--- config.mk ---
export PLATFORM = sky130hd
export DESIGN_NAME = pea_firing_scheduler_flat
export DESIGN_NICKNAME = d
export VERILOG_FILES = /design/src/rtl/pea_firing_scheduler_if.sv /design/src/rtl/pea_firing_scheduler.sv /design/src/flat_wrapper.sv
export SDC_FILE = /design/constraint.sdc
export NUM_CORES = 1
export LEC_CHECK = 0
export ABC_CLOCK_PERIOD_IN_PS = 2400
export CORE_MARGIN = 5
export CORE_UTILIZATION = 44
export CTS_BUF_LIST = sky130_fd_sc_hd__clkbuf_8
export CTS_CLUSTER_SIZE = 10
export DETAILED_ROUTE_END_ITERATION = 12
export GPL_TIMING_DRIVEN = 1
export HOLD_SLACK_MARGIN = 0.1
export PLACE_DENSITY = 0.82
export SETUP_SLACK_MARGIN = 0.4
export SLEW_MARGIN = 20
export SYNTH_ARGS = -nofsm -noshare
export SYNTH_HDL_FRONTEND = slang
export SYNTH_SLANG_ARGS = --single-unit
--- constraint.sdc ---
create_clock -name clk -period 2.4 [get_ports clk]
set_input_delay 0.36 -clock clk [delete_from_list [all_inputs] [get_ports clk]]
set_output_delay 0.36 -clock clk [all_outputs]
set_load 0.01 [all_outputs]
--- src/rtl/pea_firing_scheduler_if.sv ---
// PEA actor control interface: the scheduler starts firings with invoke/next_instr
// and the actor reports completion (FC) together with the fields of the command it
// decoded (instr, b, N).
interface pea_firing_scheduler_if;
    logic       invoke;
    logic [1:0] next_instr;
    logic       FC;
    logic [7:0] instr;
    logic [4:0] b;
    logic [3:0] N;

    // Scheduler side
    modport master (
        output invoke,
        output next_instr,
        input  FC,
        input  instr,
        input  b,
        input  N
    );

    // PEA actor side
    modport slave (
        input  invoke,
        input  next_instr,
        output FC,
        output instr,
        output b,
        output N
    );
endinterface

--- src/rtl/pea_firing_scheduler.sv ---
// Dataflow firing scheduler for the PEA actor. It checks FIFO populations and free
// space for the actor's current mode, issues a one-cycle invoke, holds next_instr
// stable while the actor fires, waits for FC (with a watchdog), and then chooses
// the next mode from the command the actor just decoded.
module pea_firing_scheduler #(
    parameter int         word_size = 16,
    parameter int         TIMEOUT   = 1024,
    parameter logic [7:0] OP_STP    = 8'h01,
    parameter logic [7:0] OP_EVP    = 8'h02,
    parameter logic [7:0] OP_RST    = 8'h03
) (
    input  logic                     clk,
    input  logic                     rst,
    input  logic                     sched_en,
    input  logic [word_size-1:0]     command_pop,
    input  logic [word_size-1:0]     data_pop,
    input  logic [word_size-1:0]     result_free_space,
    input  logic [word_size-1:0]     status_free_space,
    pea_firing_scheduler_if.master   pea,
    output logic                     busy,
    output logic [15:0]              fire_count,
    output logic                     timeout_err
);

    // Wide enough to hold TIMEOUT-1 for any TIMEOUT >= 2.
    localparam int WCW = $clog2(TIMEOUT) + 1;

    typedef enum logic [2:0] {
        S_IDLE,
        S_CHECK,
        S_INVOKE,
        S_WAIT,
        S_UPDATE,
        S_HALT
    } state_t;

    // The encoding doubles as the next_instr value presented to the actor.
    typedef enum logic [1:0] {
        MODE_CMD  = 2'b00,
        MODE_LOAD = 2'b01,
        MODE_EVAL = 2'b10
    } mode_t;

    state_t         state_reg,       state_next;
    mode_t          mode_reg,        mode_next;
    logic [4:0]     eval_left_reg,   eval_left_next;
    logic [3:0]     n_reg,           n_next;
    logic [WCW-1:0] wait_cnt_reg,    wait_cnt_next;
    logic [15:0]    fire_count_reg,  fire_count_next;
    logic           timeout_err_reg, timeout_err_next;

    logic           cmd_ok;
    logic           load_ok;
    logic           eval_ok;
    logic           enabled;
    logic [4:0]     load_need;
    logic [4:0]     eval_dec;

    // Firing rules for each mode; populations are compared as unsigned values.
    always_comb begin
        load_need = {1'b0, n_reg} + 5'd1;
        cmd_ok    = (command_pop != '0) && (status_free_space != '0);
        load_ok   = (data_pop >= word_size'(load_need));
        eval_ok   = (data_pop != '0) && (result_free_space != '0);
        case (mode_reg)
            MODE_CMD:  enabled = cmd_ok;
            MODE_LOAD: enabled = load_ok;
            MODE_EVAL: enabled = eval_ok;
            default:   enabled = cmd_ok;
        endcase
    end

    // Next-state and datapath update for the scheduler FSM.
    always_comb begin
        state_next       = state_reg;
        mode_next        = mode_reg;
        eval_left_next   = eval_left_reg;
        n_next           = n_reg;
        wait_cnt_next    = wait_cnt_reg;
        fire_count_next  = fire_count_reg;
        timeout_err_next = timeout_err_reg;
        eval_dec         = eval_left_reg - 5'd1;

        case (state_reg)
            S_IDLE: begin
                if (sched_en) begin
                    state_next = S_CHECK;
                end
            end
            S_CHECK: begin
                if (!sched_en) begin
                    state_next = S_IDLE;
                end else if (enabled) begin
                    state_next = S_INVOKE;
                end
            end
            S_INVOKE: begin
                state_next    = S_WAIT;
                wait_cnt_next = '0;
            end
            S_WAIT: begin
                if (pea.FC) begin
                    state_next = S_UPDATE;
                end else begin
                    wait_cnt_next = wait_cnt_reg + 1'b1;
                    if (wait_cnt_reg == WCW'(TIMEOUT - 1)) begin
                        state_next       = S_HALT;
                        timeout_err_next = 1'b1;
                    end
                end
            end
            S_UPDATE: begin
                fire_count_next = fire_count_reg + 16'd1;
                case (mode_reg)
                    MODE_LOAD: begin
                        mode_next = MODE_CMD;
                    end
                    MODE_EVAL: begin
                        eval_left_next = eval_dec;
                        mode_next      = (eval_dec == 5'd0) ? MODE_CMD : MODE_EVAL;
                    end
                    default: begin
                        // A command firing: the decoded opcode selects the data phase.
                        if (pea.instr == OP_STP) begin
                            mode_next = MODE_LOAD;
                            n_next    = pea.N;
                        end else if ((pea.instr == OP_EVP) && (pea.b != 5'd0)) begin
                            mode_next      = MODE_EVAL;
                            eval_left_next = pea.b;
                        end else if (pea.instr == OP_RST) begin
                            mode_next = MODE_CMD;
                        end else begin
                            mode_next = MODE_CMD;
                        end
                    end
                endcase
                state_next = sched_en ? S_CHECK : S_IDLE;
            end
            S_HALT: begin
                state_next = S_HALT;
            end
            default: begin
                state_next = S_IDLE;
            end
        endcase
    end

    // State and datapath registers; reset aborts any firing in progress.
    always_ff @(posedge clk or negedge rst) begin
        if (!rst) begin
            state_reg       <= S_IDLE;
            mode_reg        <= MODE_CMD;
            eval_left_reg   <= '0;
            n_reg           <= '0;
            wait_cnt_reg    <= '0;
            fire_count_reg  <= '0;
            timeout_err_reg <= 1'b0;
        end else begin
            state_reg       <= state_next;
            mode_reg        <= mode_next;
            eval_left_reg   <= eval_left_next;
            n_reg           <= n_next;
            wait_cnt_reg    <= wait_cnt_next;
            fire_count_reg  <= fire_count_next;
            timeout_err_reg <= timeout_err_next;
        end
    end

    assign pea.invoke     = (state_reg == S_INVOKE);
    assign pea.next_instr = mode_reg;
    assign busy           = (state_reg == S_INVOKE) || (state_reg == S_WAIT) ||
                            (state_reg == S_UPDATE);
    assign fire_count     = fire_count_reg;
    assign timeout_err    = timeout_err_reg;

endmodule
--- src/flat_wrapper.sv ---
// flat-port wrapper written by rule: the top's interface ports become plain ports
module pea_firing_scheduler_flat 
#(
    parameter int         word_size = 16,
    parameter int         TIMEOUT   = 1024,
    parameter logic [7:0] OP_STP    = 8'h01,
    parameter logic [7:0] OP_EVP    = 8'h02,
    parameter logic [7:0] OP_RST    = 8'h03
)
  (clk, rst, sched_en, command_pop, data_pop, result_free_space, status_free_space, busy, fire_count, timeout_err, pea_invoke, pea_next_instr, pea_FC, pea_instr, pea_b, pea_N);
  pea_firing_scheduler_if pea_i ();
  input  logic clk;
  input  logic rst;
  input  logic sched_en;
  input  logic [word_size-1:0] command_pop;
  input  logic [word_size-1:0] data_pop;
  input  logic [word_size-1:0] result_free_space;
  input  logic [word_size-1:0] status_free_space;
  output logic busy;
  output logic [15:0] fire_count;
  output logic timeout_err;
  output wire logic [$bits(pea_i.invoke)-1:0] pea_invoke;
  output wire logic [$bits(pea_i.next_instr)-1:0] pea_next_instr;
  input wire logic [$bits(pea_i.FC)-1:0] pea_FC;
  input wire logic [$bits(pea_i.instr)-1:0] pea_instr;
  input wire logic [$bits(pea_i.b)-1:0] pea_b;
  input wire logic [$bits(pea_i.N)-1:0] pea_N;
  assign pea_invoke = pea_i.invoke;
  assign pea_next_instr = pea_i.next_instr;
  assign pea_i.FC = pea_FC;
  assign pea_i.instr = pea_instr;
  assign pea_i.b = pea_b;
  assign pea_i.N = pea_N;
  pea_firing_scheduler #(.word_size(word_size), .TIMEOUT(TIMEOUT), .OP_STP(OP_STP), .OP_EVP(OP_EVP), .OP_RST(OP_RST)) u_core (.clk(clk), .rst(rst), .sched_en(sched_en), .command_pop(command_pop), .data_pop(data_pop), .result_free_space(result_free_space), .status_free_space(status_free_space), .pea(pea_i), .busy(busy), .fire_count(fire_count), .timeout_err(timeout_err));
endmodule
Word-level counts from Yosys, hierarchy flattened:

Index checks and enable logic that the tools add are counted.
Widths: inputs -> output; s select.

* output and inout port bits: 21
* bits of input ports: 85
* logic and storage cells: 67
* register bits after elaboration: 42

* add/sub/neg operators: 4
* multiplexer cells: 17
* reductions and logical operators: 20
* equal/unequal tests: 15
* order comparisons: 1
* bitwise gates (word level): 3

Operator list (count)
* $reduce_bool 16->1: 4
* $pmux 11 s2: 1
* $pmux 3 s6: 1
* $add 16x1->16 const B: 1
* $ge 16x5->1: 1
* $mux 3: 5
* $add 11x1->11 const B: 1
* $eq 11x10->1 const B: 1
* $mux 11: 1
* $mux 5: 2
* $pmux 5 s2: 1
* $reduce_and 3->1: 3
* $eq 8x1->1 const B: 1
* $eq 8x2->1 const B: 1
* $eq 3x2->1 const B: 2
* $eq 3x3->1 const B: 2
* $mux 2: 3
* $ne 2x2->1 const B: 3
* $ne 3x2->1 const B: 2
* $add 4x1->5 const B: 1
* $logic_not 5->1: 1
* $reduce_bool 5->1: 1
* $sub 5x1->5 const B: 1
* $pmux 2 s2: 1
* 13 further kinds: 19

Longest topological paths before layout:

Gate-level depths: netlist of the first run.

* depth in word-level cells: 6
* gate-level depth with buffers: 8

Least setup slack after synthesis of the first run:

OpenSTA, ideal clock, no wires.

* path type: register to register
* from: register u_core.n_reg[0]
* to: register u_core.state_reg[0]
* clock period less this slack: 1.878 ns
* stages on the path, launching flop included: 9
* data required time: 2.276 ns
* arrival time: 1.755 ns
* setup slack: 0.522 ns
* cells stage by stage: dfrtp_1 ha_1 xnor2_1 ha_1 o21ai_0 o21ai_0 o2111ai_1 a31o_1 a211o_1

* cells in the longest elaborated chain, start to end: 5

RTL lines
* from (decl): RTL line pea_firing_scheduler.sv:47 `logic [3:0] n_reg, n_next;`
* from (signal assigned): RTL line pea_firing_scheduler.sv:162 `n_reg <= n_next;`
* $add 4x1->5: RTL line pea_firing_scheduler.sv:61 `load_need = {1'b0, n_reg} + 5'd1;`
* $ge 16x5->1: RTL line pea_firing_scheduler.sv:63 `load_ok = (data_pop >= word_size'(load_need));`
* $pmux 1 s2: RTL line pea_firing_scheduler.sv:65 `case (mode_reg)`
* $ne 3x2->1 (no line)
* $reduce_and 3->1 (no line)
* to (signal assigned): RTL line pea_firing_scheduler.sv:159 `state_reg <= state_next;`
* to (decl): RTL line pea_firing_scheduler.sv:44 `state_t state_reg, state_next;`

Every way passes these cells.
A chain may end at the register's enable or synchronous reset.

Worst setup path after layout of the first run:

Same ends and word-level chain as after synthesis.

==> summary.txt, run 1 <==
Timing
  – Final worst path period share: roughly 83%
  – Max Fclk: slightly above 500 MHz
  – Worst hold slack: a little over 70 ps
  – Final Max Tran Viols: 0
  – Hold Violations, Final: 0
  – Worst Tran Pin Value: between 600 and 700 ps
  – Slew HR: a little under three fifths
  – Clock skew: ~9.0 ps
  – Sum Neg Setup Slack: 0 ps
  – Post-layout min period: about 2000 ps
  – Final setup fails: 0
  – Unrepaired setup endpoints after global routing: yes

Placement
  – Final GP Congestion: ~0.81
  – Dpl hpwl: 5.29 mm
  – PortBufs: about 110
  – Placed Instances: between 400 and 500

Drt
  – DRT Pass-1 Iters: 4
  – DR vias/cell: ~5.2
  – Routed Antenna Nets: 0
  – Final WL: ~6.6 mm
  – Residual DRC: 0
  – Vias post-DR: about 2,400
  – Routed WL per cell: about 14 µm
  – DR iter-0 viols: 76

Clock tree
  – Clock Sinks: 42
  – Skew-Pair Late Insertion Delay: roughly 300 ps
  – H-tree Lvls: 2
  – CTS tree: built
  – Num CTS Buffers: 5
  – Clock transition at the registers of the reported paths: around 80 ps
  – Clock Root Buffer: clkbuf_8
  – Clock buffer depth: 2

Global routing
  – M3 GR Usage: about 5.1%
  – GRT overflow: 0
  – Vias in the first global route: ~2,500
  – Routing usage on met2: 33.9%
  – Pin count of the biggest net entering global routing: 30
  – Initial antenna violation count: 0
  – M1 GR Usage: ~22%
  – Aggregate global-route resource usage: 18.7%
  – Layer with the highest usage: met2
  – First-pass GRT wire length: between 10 and 15 mm

Synthesis
  – Register area share after synthesis: a little over two fifths
  – Number of flops mapped to enable cells by yosys: 0
  – Async SR Flop Fraction: between 90% and 100%
  – Synthesized Nets: roughly 350
  – Ys Warns: 0
  – Area contributors post-synth: dfrtp_1, xnor2_1, ha_1
  – Distinct cells, synth: 51
  – Area share of the largest cell type after synthesis: a little over two fifths
  – Mapped Avg Cell Area: roughly 9.8 µm²
  – Synth Cell Area: between 0.002 and 0.003 mm²
  – Largest area contributor in the netlist: dfrtp_1
  – Dominant synthesized flop cell: dfrtp_1
  – Yosys reg bits: 42
  – Synthesized instance count: 257

Pwr
  – Sequential Power Share: 38.0%
  – Pleak: 1.66 nW
  – Clock share of power: 17.8%
  – Net load switching power: 0.901 mW
  – Worst vdd ir: 0.386 mV
  – Sw frac: a little over a third
  – Power Dens Cells: around 650 mW/mm²
  – Int Pwr: between 1.5 and 2 mW
  – Logic pwr share: approximately 44%

Floorplanning
  – Initial Util: between 40% and 50%
  – Core ar.: between 0.005 and 0.006 mm²
  – Chip width: 85.7 µm
  – Vert. Die Dim: roughly 86 µm
  – Rows: 27
  – Die Area: ~0.0073 mm²
  – Io pins: about 110

Setup path
  – R2R Path Start: u_core.n_reg[0]$_DFFE_PN0P_
  – CP Data Arrival Time: about 2200 ps
  – Worst setup path startpoint: u_core.n_reg[0]$_DFFE_PN0P_
  – Reg2Reg Depth: 8
  – Crit end category: register
  – Reg-to-Reg End: u_core.state_reg[0]$_DFFE_PN0P_
  – WP data required: around 2600 ps
  – Reg-to-reg slack, setup: roughly 410 ps
  – Setup crit start kind: register
  – Setup CP Type: reg -> reg
  – CP max FO: 2
  – Crit path to: u_core.state_reg[0]$_DFFE_PN0P_

Finish
  – Area Overhead vs Synth: 53.1%
  – Final Net Count: roughly 480
  – Share of cells above drive strength 1: about 13%
  – Layout Cells excl Fill: ~460
  – Max FFs per register: 16
  – # diodes: 0

Hold path
  – HP Class: in -> async

Run
  – Max_cap viols: 0

Run status
  – Outcome: complete, no violations
-- through the flow --
step           setup slack (ps)  instance area (µm²)  power (mW)  util, %
2_1_floorplan               522                 2520        1.57        -
3_3_place_gp                120                 3670        1.95     66.2
3_5_place_dp                117                 3670        1.98     66.2
4_1_cts                     387                 3830        2.52     69.2
5_1_grt                     281                 3860        2.71     69.6
6_report                    413                 3860        2.51     69.6
-- layout make-up --
class	count	area, µm²
Sequential cell	42	1050
Fill cell	438	1680
Clock buffer	5	68.8
Multi-Input combinational cell	197	1400
Timing Repair Buffer	124	1190
Tap cell	72	90.1
Clock inverter	3	17.5
Inverter	12	45.0
-- cells by family after synthesis --
group	synth area share, %
adder cells (fa/ha/maj)	5.96
XOR/XNOR	10.1
buffers and inverters	3.33
AO/OA/AOI/OAI	8.69
multiplexers	3.23
flip-flops	41.7
AND/OR/NAND/NOR	27.0
-- worst min path at each step --
stage	from	end	slack, ps	cells past startpoint
4_1_cts	rst	u_core.n_reg[1]$_DFFE_PN0P_	100	1
3_3_place_gp	rst	u_core.n_reg[0]$_DFFE_PN0P_	410	1
3_5_place_dp	rst	u_core.n_reg[1]$_DFFE_PN0P_	430	1
5_1_grt	rst	u_core.n_reg[1]$_DFFE_PN0P_	130	1
2_1_floorplan	rst	u_core.eval_left_reg[0]$_DFFE_PN0P_	60	0
6_report	rst	u_core.n_reg[1]$_DFFE_PN0P_	70	1
-- Yosys cell counts, types with 2 or more instances --
library cell  count
nor4_1           17
nor3_1            6
dfrtp_1          42
nor2_1           27
nand2_1          24
o21ai_0           9
xnor2_1          18
inv_1            12
a211oi_1          2
mux2_4            4
a21oi_1           4
o211a_1           2
buf_4             2
or4_1             3
nand4_1          10
xor2_1           11
ha_1             12
nand3b_1          3
nand3_1          10
nand2b_1          4
and3_1            4
clkbuf_1          2
-- timing repair --
item                       in CTS  in global routing
gates resized for setup         8                  2
hold buffers                    0                  0
buffers inserted               10                  2
pin swaps                       0                  1
hold endpoints to repair        0                  0
setup endpoints to repair       3                  6
-- cell usage in the layout (no fill, tap or decap), types with 2 or more instances in the layout --
cell	Yosys	final
nand2b_1	4	4
mux2_4	4	4
o211a_1	2	2
and3_1	4	4
nor2_1	27	27
buf_4	2	19
nor3_1	6	6
nand4_1	10	10
clkbuf_8	0	5
xor2_1	11	11
ha_1	12	11
nand3b_1	3	3
nor4_1	17	17
or4_1	3	2
a211oi_1	2	2
a21oi_1	4	4
o21ai_0	9	7
dfrtp_1	42	39
clkdlybuf4s50_1	0	102
nand2_1	24	24
xnor2_1	18	18
nand3_1	10	10
inv_1	12	13
dlygate4sd2_1	0	2
o21ai_1	0	2
dfrtp_2	0	3
-- critical path: stages, from the launching register on --
cell,delay [ps]
dfrtp_1,400
ha_2,200
xnor2_1,140
ha_1,280
o21ai_0,90
o21ai_1,130
o2111ai_1,140
a31o_1,210
a211o_1,290
-- power by group through the flow --
stage | clock network, mW | logic, mW | registers [mW]
2_1_floorplan | 0 | 0.623 | 0.943
3_3_place_gp | 0 | 0.952 | 0.994
3_5_place_dp | 0 | 0.982 | 0.996
4_1_cts | 0.459 | 1.11 | 0.950
5_1_grt | 0.496 | 1.23 | 0.977
6_report | 0.446 | 1.11 | 0.954
-- per-layer routing --
| metal | part of all wire (%) | wire length (µm) |
|---|---|---|
| met1 | 40 | 2610 |
| met2 | 51 | 3350 |
| met3 | 8.0 | 524 |
| met4 | 1.4 | 93 |
| met5 | 0 | 0 |
No activity file was read; power rests on OpenSTA's default activity.
==> inputs of run 2 (changes only) <==
Settings changed: ABC_CLOCK_PERIOD_IN_PS 2400 to 1790, CORE_UTILIZATION 44 to 40, PLACE_DENSITY 0.82 to 0.79.
Clock period 2.4 ns to 1.79 ns, I/O delays scaled along.
==> run 2 against run 1 <==
Effect of this change:
- the flow now finishes with violations (negative setup slack)
- clock-buffer cell count is the same
- worst hold slack gained 190 ps
- sequential power grew 34%
- largest cell class unchanged
==> summary.txt, run 2 (synthesis gave the netlist of run 1 again) <==
Finish
  – Commonest non-fill, non-tap cells in the layout: clkdlybuf4s50_1, buf_4, dfrtp_1
  – Register Area: 0.00106 mm²
  – # diodes: 0
  – Share of cells above drive strength 1: between 30% and 40%
  – Multi-input gate area: approximately 0.0018 mm²
  – Area Overhead vs Synth: 87.3%
  – Util after Layout: 75.6%
  – Final Net Count: approximately 530
  – Layout Cells excl Fill: 508
  – Most common cell after layout, fill and taps aside: clkdlybuf4s50_1
  – Max FFs per register: 16
  – # fillers: 400
  – Cell area after layout: approximately 0.0047 mm²

Global routing
  – M1 GR Usage: 22.3%
  – Routing usage on met2: 39.6%
  – First-pass GRT wire length: 13.1 mm
  – Vias in the first global route: 2,905
  – M3 GR Usage: ~7.4%
  – Initial antenna violation count: 0
  – Aggregate global-route resource usage: between 20% and 30%
  – Pin count of the biggest net entering global routing: 20
  – Layer with the highest usage: met2
  – GRT overflow: 0

Timing
  – Post-layout min period: about 2000 ps
  – Unrepaired setup endpoints after global routing: yes
  – Final Max Tran Viols: 0
  – Hold Violations, Final: 0
  – Slew HR: 65.6%
  – Worst Tran Pin Value: roughly 510 ps
  – Max Fclk: roughly 500 MHz
  – PnR worst setup slack: -208 ps
  – Clock skew: about 7.4 ps
  – Final setup fails: 2
  – Sum Neg Setup Slack: -311 ps
  – Final worst path period share: 112%

Drt
  – Vias post-DR: around 2,700
  – Final WL: 9.10 mm
  – Routed WL per cell: between 15 and 20 µm
  – DR vias/cell: 5.33
  – DR iter-0 viols: 71
  – DRT Pass-1 Iters: 4
  – Routed Antenna Nets: 0
  – Residual DRC: 0

Placement
  – PortBufs: between 100 and 150
  – Pre-CTS setup slack: -450 ps
  – Final GP Congestion: between 0.8 and 0.9
  – Placed Area: around 0.0038 mm²
  – Placed Instances: between 400 and 500
  – Dpl hpwl: approximately 5.7 mm

Setup path
  – Crit end category: register
  – Setup CP Type: reg -> reg
  – Setup crit start kind: register
  – CP max FO: 2
  – CP Data Arrival Time: approximately 2200 ps
  – WP data required: 1990 ps

Pwr
  – Power Dens Cells: between 900 and 1000 mW/mm²
  – Sequential Power Share: between 20% and 30%
  – Logic pwr share: a little under three fifths
  – Clock share of power: about 17%
  – Net load switching power: 1.69 mW
  – Sw frac: approximately 37%
  – Worst vdd ir: 0.664 mV
  – Pleak: between 2 and 2.5 nW
  – Int Pwr: roughly 2.9 mW

Clock tree
  – Clock Root Buffer: clkbuf_8
  – Num CTS Buffers: 5
  – Clock buffer depth: 2
  – CTS tree: built
  – Skew-Pair Late Insertion Delay: ~310 ps
  – H-tree Lvls: 2
  – Clock transition at the registers of the reported paths: 90 ps
  – Clock Sinks: 42

Floorplanning
  – Chip width: between 80 and 90 µm
  – Initial Util: 40.4%
  – Io pins: about 110
  – Vert. Die Dim: between 80 and 90 µm
  – Core ar.: ~0.0062 mm²
  – Rows: 29
  – Die Area: roughly 0.008 mm²

Run
  – Max_cap viols: 0

Run status
  – Violations in the final reports: negative setup slack
  – Outcome: complete, but fails checks

Hold path
  – HP Class: in -> reg
## run 2: cell count changes in the layout (fill, tap and decap cells not counted), moves of 9 or more
cell	before	now
buf_6	0	31
clkdlybuf4s50_1	102	76
dlygate4sd2_1	2	20
buf_4	19	36
nand2_1	24	14
nand2_2	0	9
## run 2: metal layers
| metal | vias to the layer above | wire (µm) |
|---|---|---|
| met5 | - | 0 |
| met4 | 0 | 233 |
| met3 | 21 | 698 |
| met2 | 106 | 4950 |
| met1 | 1307 | 3210 |
| li1 | 1276 | - |
## run 2: final timing paths
path | startpoint | end | slack [ps] | cells past startpoint
max | u_core.n_reg[0]$_DFFE_PN0P_ | u_core.state_reg[0]$_DFFE_PN0P_ | -210 | 8
min | pea_b[4] | u_core.eval_left_reg[4]$_DFFE_PN0P_ | 260 | 3
max reg2reg | u_core.n_reg[0]$_DFFE_PN0P_ | u_core.state_reg[0]$_DFFE_PN0P_ | -210 | 8
min reg2reg | u_core.fire_count[11]$_DFFE_PN0N_ | u_core.fire_count[11]$_DFFE_PN0N_ | 480 | 1
max in group asynchronous | rst | u_core.wait_cnt_reg[1]$_DFFE_PN0P_ | 790 | 3
min in group asynchronous | rst | u_core.state_reg[2]$_DFFE_PN0P_ | 440 | 2
## run 2: repair_timing
item                                   CTS  global route
pin swaps                               57            35
setup buffers                           40             7
setup endpoints to repair               57            45
gates resized for setup                117            39
endpoints found under the hold margin   17             0
gates cloned                             0             0
hold buffers                             1             0
## run 2: cell type report
cell class / instances / area share (%)
clock buffers: 5 / 1.46
repair buffers: 172 / 34.8
well taps: 77 / 2.04
multi-input cells: 197 / 37.4
clock inverters: 3 / 0.875
inverters: 12 / 1.01
flip-flops and latches: 42 / 22.4
## run 2: metrics by stage
step | hold slack [ps] | total power [mW]
after detailed placement | 235 | 2.85
after global routing | 285 | 4.79
after CTS | 261 | 4.14
final | 263 | 4.56
after global placement | 228 | 2.81
after floorplan | -27.1 | 2.20
## run 2: power groups by stage
| stage | clock network, mW | logic (mW) | registers, mW |
|---|---|---|---|
| final | 0.755 | 2.52 | 1.28 |
| after floorplan | 0 | 0.919 | 1.28 |
| after global placement | 0 | 1.51 | 1.29 |
| after global routing | 0.795 | 2.70 | 1.30 |
| after CTS | 0.765 | 2.12 | 1.26 |
| after detailed placement | 0 | 1.55 | 1.30 |
## run 2: critical path: stages, from the launching register on
cell and delay, ps:
dfrtp_1 430, ha_4 190, xnor2_2 130, ha_1 290, o21ai_1 60, o21ai_1 180
o2111ai_2 140, a31o_1 220, a211o_1 260
==> inputs of run 3 (changes only) <==
Settings changed: CORE_ASPECT_RATIO set to 0.6.
==> run 3 against run 2 <==
Effect of this change:
- the run still ends with negative setup slack left
- sequential cell count stayed put
- clock skew is 5.5 ps higher
- non-clock buffer count increased by 6
- clock-buffer cell count grew 1
- first-iteration DRC count up 110%
- fmax grew 5.8%
- clock power fell by 12%
- via count rose by 0.22%
- design area down 1.5%
- critical path depth unchanged
- global-route usage rose by 0.082 points
- register-to-register slack improved by 110 ps
- critical path type unchanged
- highest routed layer unchanged
==> summary.txt, run 3 (synthesis gave the netlist of run 1 again) <==
Global routing
  – Initial antenna violation count: 0
  – Aggregate global-route resource usage: 21.5%
  – GRT overflow: 0
  – Pin count of the biggest net entering global routing: 43
  – First-pass GRT wire length: approximately 14 mm
  – Vias in the first global route: around 2,800

Timing
  – Max Fclk: roughly 530 MHz
  – Sum Neg Setup Slack: -304 ps
  – PnR worst setup slack: -98.4 ps
  – Worst Tran Pin Value: 559 ps
  – Final worst path period share: 105%
  – Slew HR: a little over three fifths
  – Post-layout min period: roughly 1900 ps
  – Unrepaired setup endpoints after global routing: yes
  – Final Max Tran Viols: 0
  – Final setup fails: 9
  – Clock skew: ~13 ps
  – Hold Violations, Final: 0

Clock tree
  – Clock Root Buffer: clkbuf_8
  – Clock transition at the registers of the reported paths: roughly 90 ps
  – Num CTS Buffers: 5
  – Clock buffer depth: 2
  – Clock Sinks: 42
  – Skew-Pair Late Insertion Delay: ~300 ps
  – CTS tree: built
  – H-tree Lvls: 2

Setup path
  – Crit path top cell by count: o21ai_1
  – R2R Path Start: u_core.n_reg[1]$_DFFE_PN0P_
  – Reg-to-Reg End: u_core.state_reg[0]$_DFFE_PN0P_
  – CP max FO: 2
  – Delay-heaviest family, CP: compound AO/OA/AOI/OAI gates
  – Setup CP Type: reg -> reg
  – Critical path's slowest cell: dfrtp_1
  – Stages on the worst setup path: 8
  – Worst path bufs/invs: 0
  – Reg2Reg Depth: 8
  – Setup crit start kind: register
  – CP Data Arrival Time: between 2000 and 2500 ps
  – Worst-path cell chain: ha_4, xnor2_1, ha_1, o21ai_1, o21ai_1, o2111ai_1, a31o_1, a211o_1
  – Crit end category: register
  – Crit path to: u_core.state_reg[0]$_DFFE_PN0P_
  – Reg-to-reg slack, setup: -100 ps
  – Worst path max stage delay: ~420 ps
  – Worst setup path startpoint: u_core.n_reg[1]$_DFFE_PN0P_
  – WP data required: 1980 ps

Floorplanning
  – Die Area: around 0.008 mm²
  – Io pins: ~110
  – Initial Util: 41.2%
  – Chip width: 112 µm
  – Rows: 22
  – Core ar.: around 0.0061 mm²
  – Vert. Die Dim: between 70 and 80 µm

Pwr
  – Clock share of power: between 15 and 20%
  – Net load switching power: 1.66 mW
  – Power Dens Cells: between 900 and 1000 mW/mm²
  – Worst vdd ir: slightly below 0.5 mV
  – Int Pwr: around 2.7 mW
  – Pleak: ~2.1 nW
  – Sequential Power Share: between 20% and 30%
  – Total power: between 4 and 5 mW
  – Logic pwr share: 55.2%
  – Sw frac: between 30% and 40%

Run status
  – Violations in the final reports: negative setup slack
  – Outcome: complete, but fails checks

Finish
  – Max FFs per register: 16
  – Util after Layout: about 76%
  – # fillers: 415
  – # diodes: 0
  – Most common cell after layout, fill and taps aside: clkdlybuf4s50_1
  – Final Net Count: 533
  – Area Overhead vs Synth: 84.5%
  – Share of cells above drive strength 1: around 33%
  – Commonest non-fill, non-tap cells in the layout: clkdlybuf4s50_1, buf_4, dfrtp_1

Hold path
  – HP Class: in -> reg

Drt
  – Vias post-DR: roughly 2,700
  – Routed Antenna Nets: 0
  – DRT Pass-1 Iters: 4
  – DR vias/cell: approximately 5.2
  – Residual DRC: 0
  – Routed WL per cell: ~18 µm
  – DR iter-0 viols: around 150
  – Final WL: slightly above 9 mm

Placement
  – Dpl hpwl: 6.21 mm
  – PortBufs: 105
  – Final GP Congestion: 0.840

Run
  – Max_cap viols: 0
-- run 3: changes by cell type in the layout (fill, tap and decap cells not counted), moves of 4 or more --
cell / previous run / this run
dfrtp_1: 36 / 41
xnor2_2: 7 / 2
buf_4: 36 / 46
nand2_2: 9 / 5
xnor2_1: 11 / 16
buf_6: 31 / 27
dfrtp_2: 6 / 1
o21ai_1: 2 / 6
-- run 3: worst min path at each step --
stage,startpoint,endpoint,slack [ps],cells past startpoint
2_1_floorplan,rst,u_core.eval_left_reg[0]$_DFFE_PN0P_,-30,0
3_3_place_gp,rst,u_core.eval_left_reg[0]$_DFFE_PN0P_,370,2
3_5_place_dp,rst,u_core.eval_left_reg[0]$_DFFE_PN0P_,370,2
4_1_cts,u_core.timeout_err$_DFFE_PN0P_,u_core.timeout_err$_DFFE_PN0P_,460,1
5_1_grt,u_core.timeout_err$_DFFE_PN0P_,u_core.timeout_err$_DFFE_PN0P_,500,1
6_report,pea_b[2],u_core.eval_left_reg[2]$_DFFE_PN0P_,470,3
-- run 3: area by class of cell --
| type | count | area, µm² | share of cell area, % |
|---|---|---|---|
| Clock buffer | 6 | 82.6 | 1.78 |
| Clock inverter | 2 | 12.5 | 0.269 |
| Inverter | 12 | 50.0 | 1.08 |
| Multi-Input combinational cell | 197 | 1690 | 36.2 |
| Sequential cell | 42 | 1050 | 22.6 |
| Tap cell | 84 | 105 | 2.26 |
| Timing Repair Buffer | 178 | 1660 | 35.7 |
-- run 3: power by group through the flow --
stage	Clock [mW]	Combinational [mW]	Sequential, mW
floorplan	0	0.919	1.28
global placement	0	1.56	1.29
detailed placement	0	1.61	1.30
CTS	0.670	2.10	1.28
global route	0.714	2.58	1.32
finish	0.664	2.42	1.30
-- run 3: what timing repair did --
action / CTS / global route
resized for setup: 104 / 26
pin swaps: 36 / 25
buffers inserted: 27 / 15
hold buffers: 1 / 0
setup endpoints to repair: 62 / 49
hold endpoints to repair: 42 / 0
-- run 3: routing by layer --
| layer | GRT usage, % | wire [µm] | vias up |
|---|---|---|---|
| li1 | - | - | 1283 |
| met1 | 29.6 | 4110 | 1346 |
| met2 | 37.1 | 4710 | 75 |
| met3 | 3.97 | 354 | 12 |
| met4 | 2.00 | 95 | 0 |
| met5 | 0 | 0 | - |
-- run 3: stage by stage --
step                      instance area, µm²  hold WS (ps)  worst slack, ps  std cells
after floorplan                         2590         -27.1            -20.2        257
after global placement                  3920           369             -362        470
after detailed placement                3920           375             -350        470
after CTS                               4450           462             -107        506
after global routing                    4650           503             -223        521
final                                   4650           473            -98.4        521
-- run 3: worst register-to-register path, delay by kind of cell (launching register included) --
| kind | cells | cell delay, ps |
|---|---|---|
| XOR/XNOR | 1 | 120 |
| adder cells (fa/ha/maj) | 2 | 450 |
| AO/OA/AOI/OAI | 5 | 790 |
| flip-flops | 1 | 420 |
